`src/rtl/vedic_mult_pipe.sv`:
```
// vedic_mult_pipe: 3-stage valid/ready Vedic multiplier for the RV32M execute stage.
// Handles MUL / MULH / MULHSU / MULHU through sign-magnitude conversion, four
// half-width Vedic partial products and a carry-lookahead combine. A destination
// tag rides alongside each operation.
module vedic_mult_pipe #(
  parameter int WIDTH = 32,
  parameter int TAG_W = 5
) (
  input  logic             clk,
  input  logic             rst_n,
  input  logic             flush,
  input  logic             in_valid,
  output logic             in_ready,
  input  logic [WIDTH-1:0] in_a,
  input  logic [WIDTH-1:0] in_b,
  input  logic [1:0]       in_mode,
  input  logic [TAG_W-1:0] in_tag,
  output logic             out_valid,
  input  logic             out_ready,
  output logic [WIDTH-1:0] out_result,
  output logic [TAG_W-1:0] out_tag,
  output logic             busy
);

  localparam int H      = WIDTH / 2;
  localparam int PW     = 2 * WIDTH;
  localparam int LEAVES = H / 4;

  // 4x4 Urdhva-Tiryagbhyam leaf: each output column k sums the vertical and
  // crosswise bit products x[i]&y[j] with i+j==k.
  function automatic logic [7:0] vedic4(input logic [3:0] x, input logic [3:0] y);
    logic [7:0] acc;
    logic [2:0] col;
    acc = '0;
    for (int k = 0; k < 7; k++) begin
      col = '0;
      for (int i = 0; i < 4; i++) begin
        for (int j = 0; j < 4; j++) begin
          if (i + j == k) col = col + {2'b00, x[i] & y[j]};
        end
      end
      acc = acc + ({5'b00000, col} << k);
    end
    return acc;
  endfunction

  // Half-width Vedic multiplier. The recursive hi/lo split bottoms out in 4x4
  // leaves; the whole tree is flattened into a sum of shifted leaf products.
  function automatic logic [2*H-1:0] vedic_half(input logic [H-1:0] x, input logic [H-1:0] y);
    logic [2*H-1:0] acc;
    logic [2*H-1:0] term;
    acc = '0;
    for (int i = 0; i < LEAVES; i++) begin
      for (int j = 0; j < LEAVES; j++) begin
        term      = '0;
        term[7:0] = vedic4(x[4*i +: 4], y[4*j +: 4]);
        acc       = acc + (term << (4 * (i + j)));
      end
    end
    return acc;
  endfunction

  // Generate/propagate adder over the full product width; the carry recurrence
  // is written flat so synthesis can build the lookahead tree.
  function automatic logic [PW-1:0] cla_add(input logic [PW-1:0] x, input logic [PW-1:0] y);
    logic [PW-1:0] g;
    logic [PW-1:0] p;
    logic [PW-1:0] c;
    g = x & y;
    p = x ^ y;
    c = '0;
    for (int i = 1; i < PW; i++) c[i] = g[i-1] | (p[i-1] & c[i-1]);
    return p ^ c;
  endfunction

  logic stall;
  logic vld_p0, vld_p1;

  logic [WIDTH-1:0] mag_a_p0, mag_b_p0;
  logic             neg_p0;
  logic [1:0]       mode_p0;
  logic [TAG_W-1:0] tag_p0;

  logic [2*H-1:0]   ll_p1, hl_p1, lh_p1, hh_p1;
  logic             neg_p1;
  logic [1:0]       mode_p1;
  logic [TAG_W-1:0] tag_p1;

  logic             a_signed, b_signed, neg_a, neg_b;
  logic [WIDTH-1:0] mag_a, mag_b;
  logic [PW-1:0]    ll_x, hl_x, lh_x, hh_x, mid, prod, res;
  logic [WIDTH-1:0] res_sel;

  assign stall    = out_valid & ~out_ready;
  assign in_ready = ~stall;
  assign busy     = vld_p0 | vld_p1 | out_valid;

  // Stage 0 input: operand signedness from mode and conversion to magnitudes.
  // MUL low half is signedness-agnostic, so it shares the signed x signed path.
  always_comb begin
    a_signed = (in_mode != 2'b11);
    b_signed = (in_mode == 2'b00) || (in_mode == 2'b01);
    neg_a    = a_signed & in_a[WIDTH-1];
    neg_b    = b_signed & in_b[WIDTH-1];
    mag_a    = neg_a ? (~in_a + WIDTH'(1)) : in_a;
    mag_b    = neg_b ? (~in_b + WIDTH'(1)) : in_b;
  end

  // Stage 2 combine: hh<<WIDTH + (hl+lh)<<H + ll, keeping the middle-sum carry,
  // then restore the sign and select the requested half.
  always_comb begin
    ll_x = '0;
    hl_x = '0;
    lh_x = '0;
    hh_x = '0;
    ll_x[2*H-1:0] = ll_p1;
    hl_x[2*H-1:0] = hl_p1;
    lh_x[2*H-1:0] = lh_p1;
    hh_x[2*H-1:0] = hh_p1;
    mid     = cla_add(hl_x, lh_x);
    prod    = cla_add(cla_add(hh_x << WIDTH, mid << H), ll_x);
    res     = neg_p1 ? cla_add(~prod, PW'(1)) : prod;
    res_sel = (mode_p1 == 2'b00) ? res[WIDTH-1:0] : res[PW-1:WIDTH];
  end

  // Valid bits and the registered result: flush beats stall, stall freezes all.
  always_ff @(posedge clk or negedge rst_n) begin
    if (!rst_n) begin
      vld_p0     <= 1'b0;
      vld_p1     <= 1'b0;
      out_valid  <= 1'b0;
      out_result <= '0;
      out_tag    <= '0;
    end else if (flush) begin
      vld_p0    <= 1'b0;
      vld_p1    <= 1'b0;
      out_valid <= 1'b0;
    end else if (!stall) begin
      vld_p0    <= in_valid;
      vld_p1    <= vld_p0;
      out_valid <= vld_p1;
      if (vld_p1) begin
        out_result <= res_sel;
        out_tag    <= tag_p1;
      end
    end
  end

  // Datapath registers for stages 0 and 1; they only move when the pipe advances.
  always_ff @(posedge clk) begin
    if (!stall) begin
      // stage 0: magnitudes, sign, mode, tag
      if (in_valid) begin
        mag_a_p0 <= mag_a;
        mag_b_p0 <= mag_b;
        neg_p0   <= neg_a ^ neg_b;
        mode_p0  <= in_mode;
        tag_p0   <= in_tag;
      end
      // stage 1: four half-width partial products
      if (vld_p0) begin
        ll_p1   <= vedic_half(mag_a_p0[H-1:0],     mag_b_p0[H-1:0]);
        hl_p1   <= vedic_half(mag_a_p0[WIDTH-1:H], mag_b_p0[H-1:0]);
        lh_p1   <= vedic_half(mag_a_p0[H-1:0],     mag_b_p0[WIDTH-1:H]);
        hh_p1   <= vedic_half(mag_a_p0[WIDTH-1:H], mag_b_p0[WIDTH-1:H]);
        neg_p1  <= neg_p0;
        mode_p1 <= mode_p0;
        tag_p1  <= tag_p0;
      end
    end
  end

endmodule

```
`config.mk`:
```
export PLATFORM = sky130hd
export DESIGN_NAME = vedic_mult_pipe
export DESIGN_NICKNAME = d
export VERILOG_FILES = /design/src/rtl/vedic_mult_pipe.sv
export SDC_FILE = /design/constraint.sdc
export NUM_CORES = 2
export LEC_CHECK = 0
export ABC_AREA = 1
export ABC_CLOCK_PERIOD_IN_PS = 27000
export BUFFER_PORTS_ARGS = -buffer_cell sky130_fd_sc_hd__buf_2
export CORE_ASPECT_RATIO = 1.75
export CORE_UTILIZATION = 55
export DETAILED_ROUTE_END_ITERATION = 16
export PLACE_DENSITY = 0.77
export RECOVER_POWER = 25
export SLEW_MARGIN = 15
export SYNTH_ARGS = -nofsm -noshare
export SYNTH_HDL_FRONTEND = slang
export SYNTH_SLANG_ARGS = --single-unit
```
`constraint.sdc`:
```
create_clock -name clk -period 27 [get_ports clk]
set_clock_uncertainty 0.05 [all_clocks]
set_input_delay 1.35 -clock clk [delete_from_list [all_inputs] [get_ports clk]]
set_output_delay 1.35 -clock clk [all_outputs]
set_load 0.05 [all_outputs]
```
; Word level (Yosys, flattened, before mapping)
; Index checks and enable logic that the tools add are counted.
; W data, S select, Z words.
[word_totals]
ff_bits = 248
inputBits = 76
output_inout_bits = 40
elab_cells = 4555
[op_classes]
addsub = 1022
eq_ne = 3
n_mux = 2058
n_bitwise = 1449
reduce_logical = 6
[op_table]
columns = op, n
row1 = $mux W3, 1920
row2 = $add A3 B1 Y3, 576
row3 = $and A1 B1 Y1, 1244
row4 = $add A8 B8 Y8, 128
row5 = $add A7 B7 Y8, 64
row6 = $add A6 B6 Y7, 64
row7 = $add A5 B5 Y6, 64
row8 = $add A3 B4 Y5, 64
row9 = $mux W2, 128
row10 = $xor A64 B64 Y64, 4
row11 = $or A1 B1 Y1, 157
row12 = $add A31 B28 Y32, 4
row13 = $add A32 B32 Y32, 4
row14 = $add A30 B24 Y31, 4
row15 = $add A29 B20 Y30, 4
row16 = $add A28 B28 Y29, 4
row17 = $add A27 B24 Y28, 4
row18 = $add A26 B20 Y27, 4
row19 = $add A25 B16 Y26, 4
row20 = $add A24 B24 Y25, 4
row21 = $add A23 B20 Y24, 4
row22 = $mux W32, 3
row23 = $add A22 B16 Y23, 4
row24 = $add A21 B12 Y22, 4
row25 = 24 further kinds, 74

; Depth between registers and ports, before layout
[depth]
depth_word = 412
ltp_mapped = 70
ltp_nobuf = 70

; Worst setup path before layout
; OpenSTA, ideal clock, no wires.
[synth_timing]
path_type = flip-flop to flip-flop
startpoint = reg hl_p1[0]
endpoint = reg out_result[31]
arrival_ns = 16.530
setup_slack_ns = 10.338
stages_incl_launch_ff = 63
n_path_buf = 0
synth_period_minus_slack_ns = 16.662
path_cell_list = edfxtp_1 -> ha_1 -> inv_1 -> fa_1 -> fa_1 -> fa_1 -> fa_1 -> fa_1 -> fa_1 -> fa_1 -> fa_1 -> fa_1 -> fa_1 -> fa_1 -> fa_1 -> fa_1 -> fa_1 -> fa_1 -> (+27 left out) -> ha_1 -> ha_1 -> ha_1 -> ha_1 -> ha_1 -> ha_1 -> ha_1 -> ha_1 -> ha_1 -> ha_1 -> ha_1 -> inv_1 -> nand2_1 -> xor2_1 -> inv_1 -> nand2_1 -> nand3_1 -> a31oi_1
[synth_between]
elab_chain_len = 104
[synth_rtl]
columns = element, line_no
row1 = from (decl), 84  ; logic [2*H-1:0] ll_p1, hl_p1, lh_p1, hh_p1;
row2 = from (signal assigned), 163  ; hl_p1 <= vedic_half(mag_a_p0[WIDTH-1:H], mag_b_p0[H-1:0]);
row3 = $xor A32 B32 Y32, 70  ; p = x ^ y;
row4 = $xor A32 B48 Y48 *, 73  ; return p ^ c;
row5 = $xor A64 B64 Y64, 70
row6 = $and A1 B1 Y1 or $xor A64 B64 Y64 (tied branches), "72, 73"
row7 = $or A1 B1 Y1 or $xor A64 B32 Y64 (tied branches), "72, 70"
row8 = $and A1 B1 Y1 or $xor A64 B64 Y64 (tied branches), "72, 73"
row9 = $or A1 B1 Y1 or $xor A64 B32 Y64 (tied branches), "72, 70"
row10 = $and A1 B1 Y1 or $xor A64 B64 Y64 (tied branches), "72, 73"
row11 = (+88 left out), -
row12 = $or A1 B1 Y1 or $xor A64 B32 Y64 (tied branches), "72, 70"
row13 = $xor A64 B64 Y64 *, 73
row14 = $xor A64 B32 Y64 or $or A1 B1 Y1 (tied branches), "70, 72"
row15 = $xor A64 B64 Y64 *, 73
row16 = $not A64 Y64, 122  ; res = neg_p1 ? cla_add(~prod, PW'(1)) : prod;
row17 = $xor A64 B64 Y64, 73
row18 = $mux W64 *, 122
row19 = $mux W32 *, 123  ; res_sel = (mode_p1 == 2'b00) ? res[WIDTH-1:0] : res[PW-1:WIDTH];
row20 = to (signal assigned), 143  ; out_result <= res_sel;
row21 = to (decl), 20  ; output logic [WIDTH-1:0] out_result,
; Every way passes the cells marked *; elsewhere a longest branch is shown, timed or not.
; A chain may end at the register's enable or synchronous reset.

; Worst setup path after layout
; Same ends and word-level chain as after synthesis.

==> metrics.yaml <==
clock_network:
  cts_tree: "built"
  post-cts-setup-buffer-count: 0
  holdBufCountCts: 0
  cts_sinks: 248
  clk_latency_ps: 620
  clkTransAtPathRegs_ps: 70
  cts-resized-gates: 0
  clock_path_buffers: 3
  clock-root-buffer: "clkbuf_16"
  htreeDepth: 1
  cts_made_buffers: 26
timing:
  setup_viol_count_final: 0
  tightest_slew_ps: 4190
  period_needed_ps: 17670
  max_freq_mhz: 56.6
  finalSetupTns_ps: 0
  finalCritPeriodShare: 0.654
  final_max_slew_viol_count: 207
  rsz0062_at_grt: "no"
  maxSlewHeadroom: -1.79
  finalHoldViolCount: 0
worst_setup_path:
  r2r_cells: 62
  cp_slowest_stage_delay_ps: 500
  crit_family: "adder cells"
  cp.depth: 62
  rr_startpoint: "hl_p1[0]"
  critPathLaunch: "hl_p1[0]"
  worst_setup_path_start_kind: "flop"
  crit_slowest_cell: "fa_1"
  arrival_ps: 18130
  crit_top_cell: "fa_1"
  cp.required_ps: 27460
  critPathMaxFanout: 2
  path_class: "flop to flop"
  crit_path_end_kind: "flop"
  timing.critical_path.buf_inv: 7
worst_hold_path:
  hold_depth: 0
  hp-class: "flop to flop"
  hp-start: "mode_p0[0]"
detailed_routing:
  dr.first_iter.drc_count: 3046
  drc: 0
  antenna_left: 0
  routed_wl_mm: 172
  vias: 50100
  via_per_inst: 5.34
  wl_per_cell_um: 18.4
  dr.pass1.iters: 6
die:
  rows: 166
  start_util: 0.556
  chipWidth_um: 262
  core_area_um2: 117000
  io_pins: 116
  die_y_um: 457
  dieArea_um2: 120000
place:
  placed_area_um2: 67300
  hpwl_mm: 140
  portBuffers: 115
  gp_congestion: 0.971
run_status:
  violations: "capacitance limit, slew limit"
  status: "complete, but fails checks"
finish:
  fin_nets: 10200
  areaGrowthSynthToFinish_pct: 4.53
  final_cell_mix: "inv_1, nand2_1, ha_1, fa_1, a21oi_1"
  stdcell_area_um2: 68100
  final_common_cell: "inv_1"
  drive_above_1_share: 0.0333
synth:
  syn_area_um2: 65200
  yosys_register_bits: 248
  synth_cell_types: 42
  yosys_warnings: 0
  synth-seq-area-share: 0.111
  syn_inst: 7845
  syn-num-nets: 10200
  synth.avg_cell_area_um2: 8.31
global_routing:
  track_usage: 0.292
  first_global_vias: 54000
  grt_max_degree: 101
  antenna_found_initial: 15
  grt_remaining_overflow: 0
  grt_pass1_wl_mm: 275
run:
  cap_violations: 5
[synth_stat cells (all sizes together)]
| master | count | area, um2 |
|---|---|---|
| inv | 1926 | 7230 |
| nand2 | 1773 | 6670 |
| ha | 1487 | 18600 |
| fa | 821 | 16400 |
| a21oi | 279 | 1400 |
| nor2 | 244 | 973 |
| edfxtp | 208 | 6250 |
| clkbuf | 203 | 762 |
| xor2 | 188 | 1650 |
| nand3 | 182 | 953 |
| o21ai | 177 | 897 |
| xnor2 | 111 | 972 |
| a21o | 47 | 353 |
| nand4 | 42 | 269 |
| dfrtp | 40 | 1000 |
| a31oi | 31 | 194 |
| buf | 23 | 165 |
| nor3 | 16 | 90.1 |
| and2 | 12 | 75.1 |
| o21bai | 11 | 82.6 |
| or2 | 8 | 50.1 |
| nand3b | 7 | 52.6 |
| o211ai | 4 | 30.0 |
| nor4 | 2 | 12.5 |
| and3 | 1 | 6.26 |
| o22ai | 1 | 6.26 |
| o31ai | 1 | 7.51 |
[area by class of cell]
class | count | area [um2]
diodes | 9 | 22.5
clock buffers | 36 | 708
clock inverters | 11 | 149
fillers | 10300 | 49000
inverters | 1926 | 7230
multi-input cells | 5445 | 49700
flip-flops and latches | 248 | 7250
well taps | 1512 | 1890
repair buffers | 193 | 1140
[registers in the layout, summed over array words and instances, names as in the netlist, 2 cells and up]
signal / count
hh_p1: 32
hl_p1: 32
lh_p1: 32
ll_p1: 32
mag_a_p0: 32
mag_b_p0: 32
mode_p0: 2
mode_p1: 2
out_result: 32
out_tag: 5
tag_p0: 5
tag_p1: 5
[per-layer routing]
metal,up-vias,global-route usage,share of wire
li1,23700,-,-
met1,24200,0.319,0.36
met2,1600,0.534,0.51
met3,526,0.0346,0.063
met4,4,0.185,0.072
met5,-,0,0.00017
[logic make-up after synthesis]
kind of cell	Yosys count	share of synthesized area
adder cells (fa/ha/maj)	2308	0.538
AND/OR/NAND/NOR	2287	0.140
buffers and inverters	2152	0.125
AO/OA/AOI/OAI	551	0.0455
XOR/XNOR	299	0.0402
flip-flops	248	0.111
[metrics by stage]
| stage | instances | hold slack [ps] | worst slack [ps] | util |
|---|---|---|---|---|
| floorplan | 7845 | 350 | 10340 | - |
| global placement | 9324 | 352 | 9560 | 0.575 |
| detailed placement | 9324 | 357 | 9350 | 0.575 |
| CTS | 9371 | 373 | 9280 | 0.582 |
| global route | 9375 | 377 | 8580 | 0.582 |
| finish | 9380 | 371 | 9330 | 0.582 |
[final timing paths]
kind | endpoint | slack (ps)
worst max-delay path | out_result[31] | 9330
worst min-delay path | mode_p1[0] | 370
worst max register to register | out_result[31] | 9330
worst min register to register | mode_p1[0] | 370
max in group asynchronous | vld_p0 | 24350
min in group asynchronous | out_result[30] | 1320
Power is not shown: default switching activity piles up to over one toggle a cycle in this logic, so the estimate is an artifact.
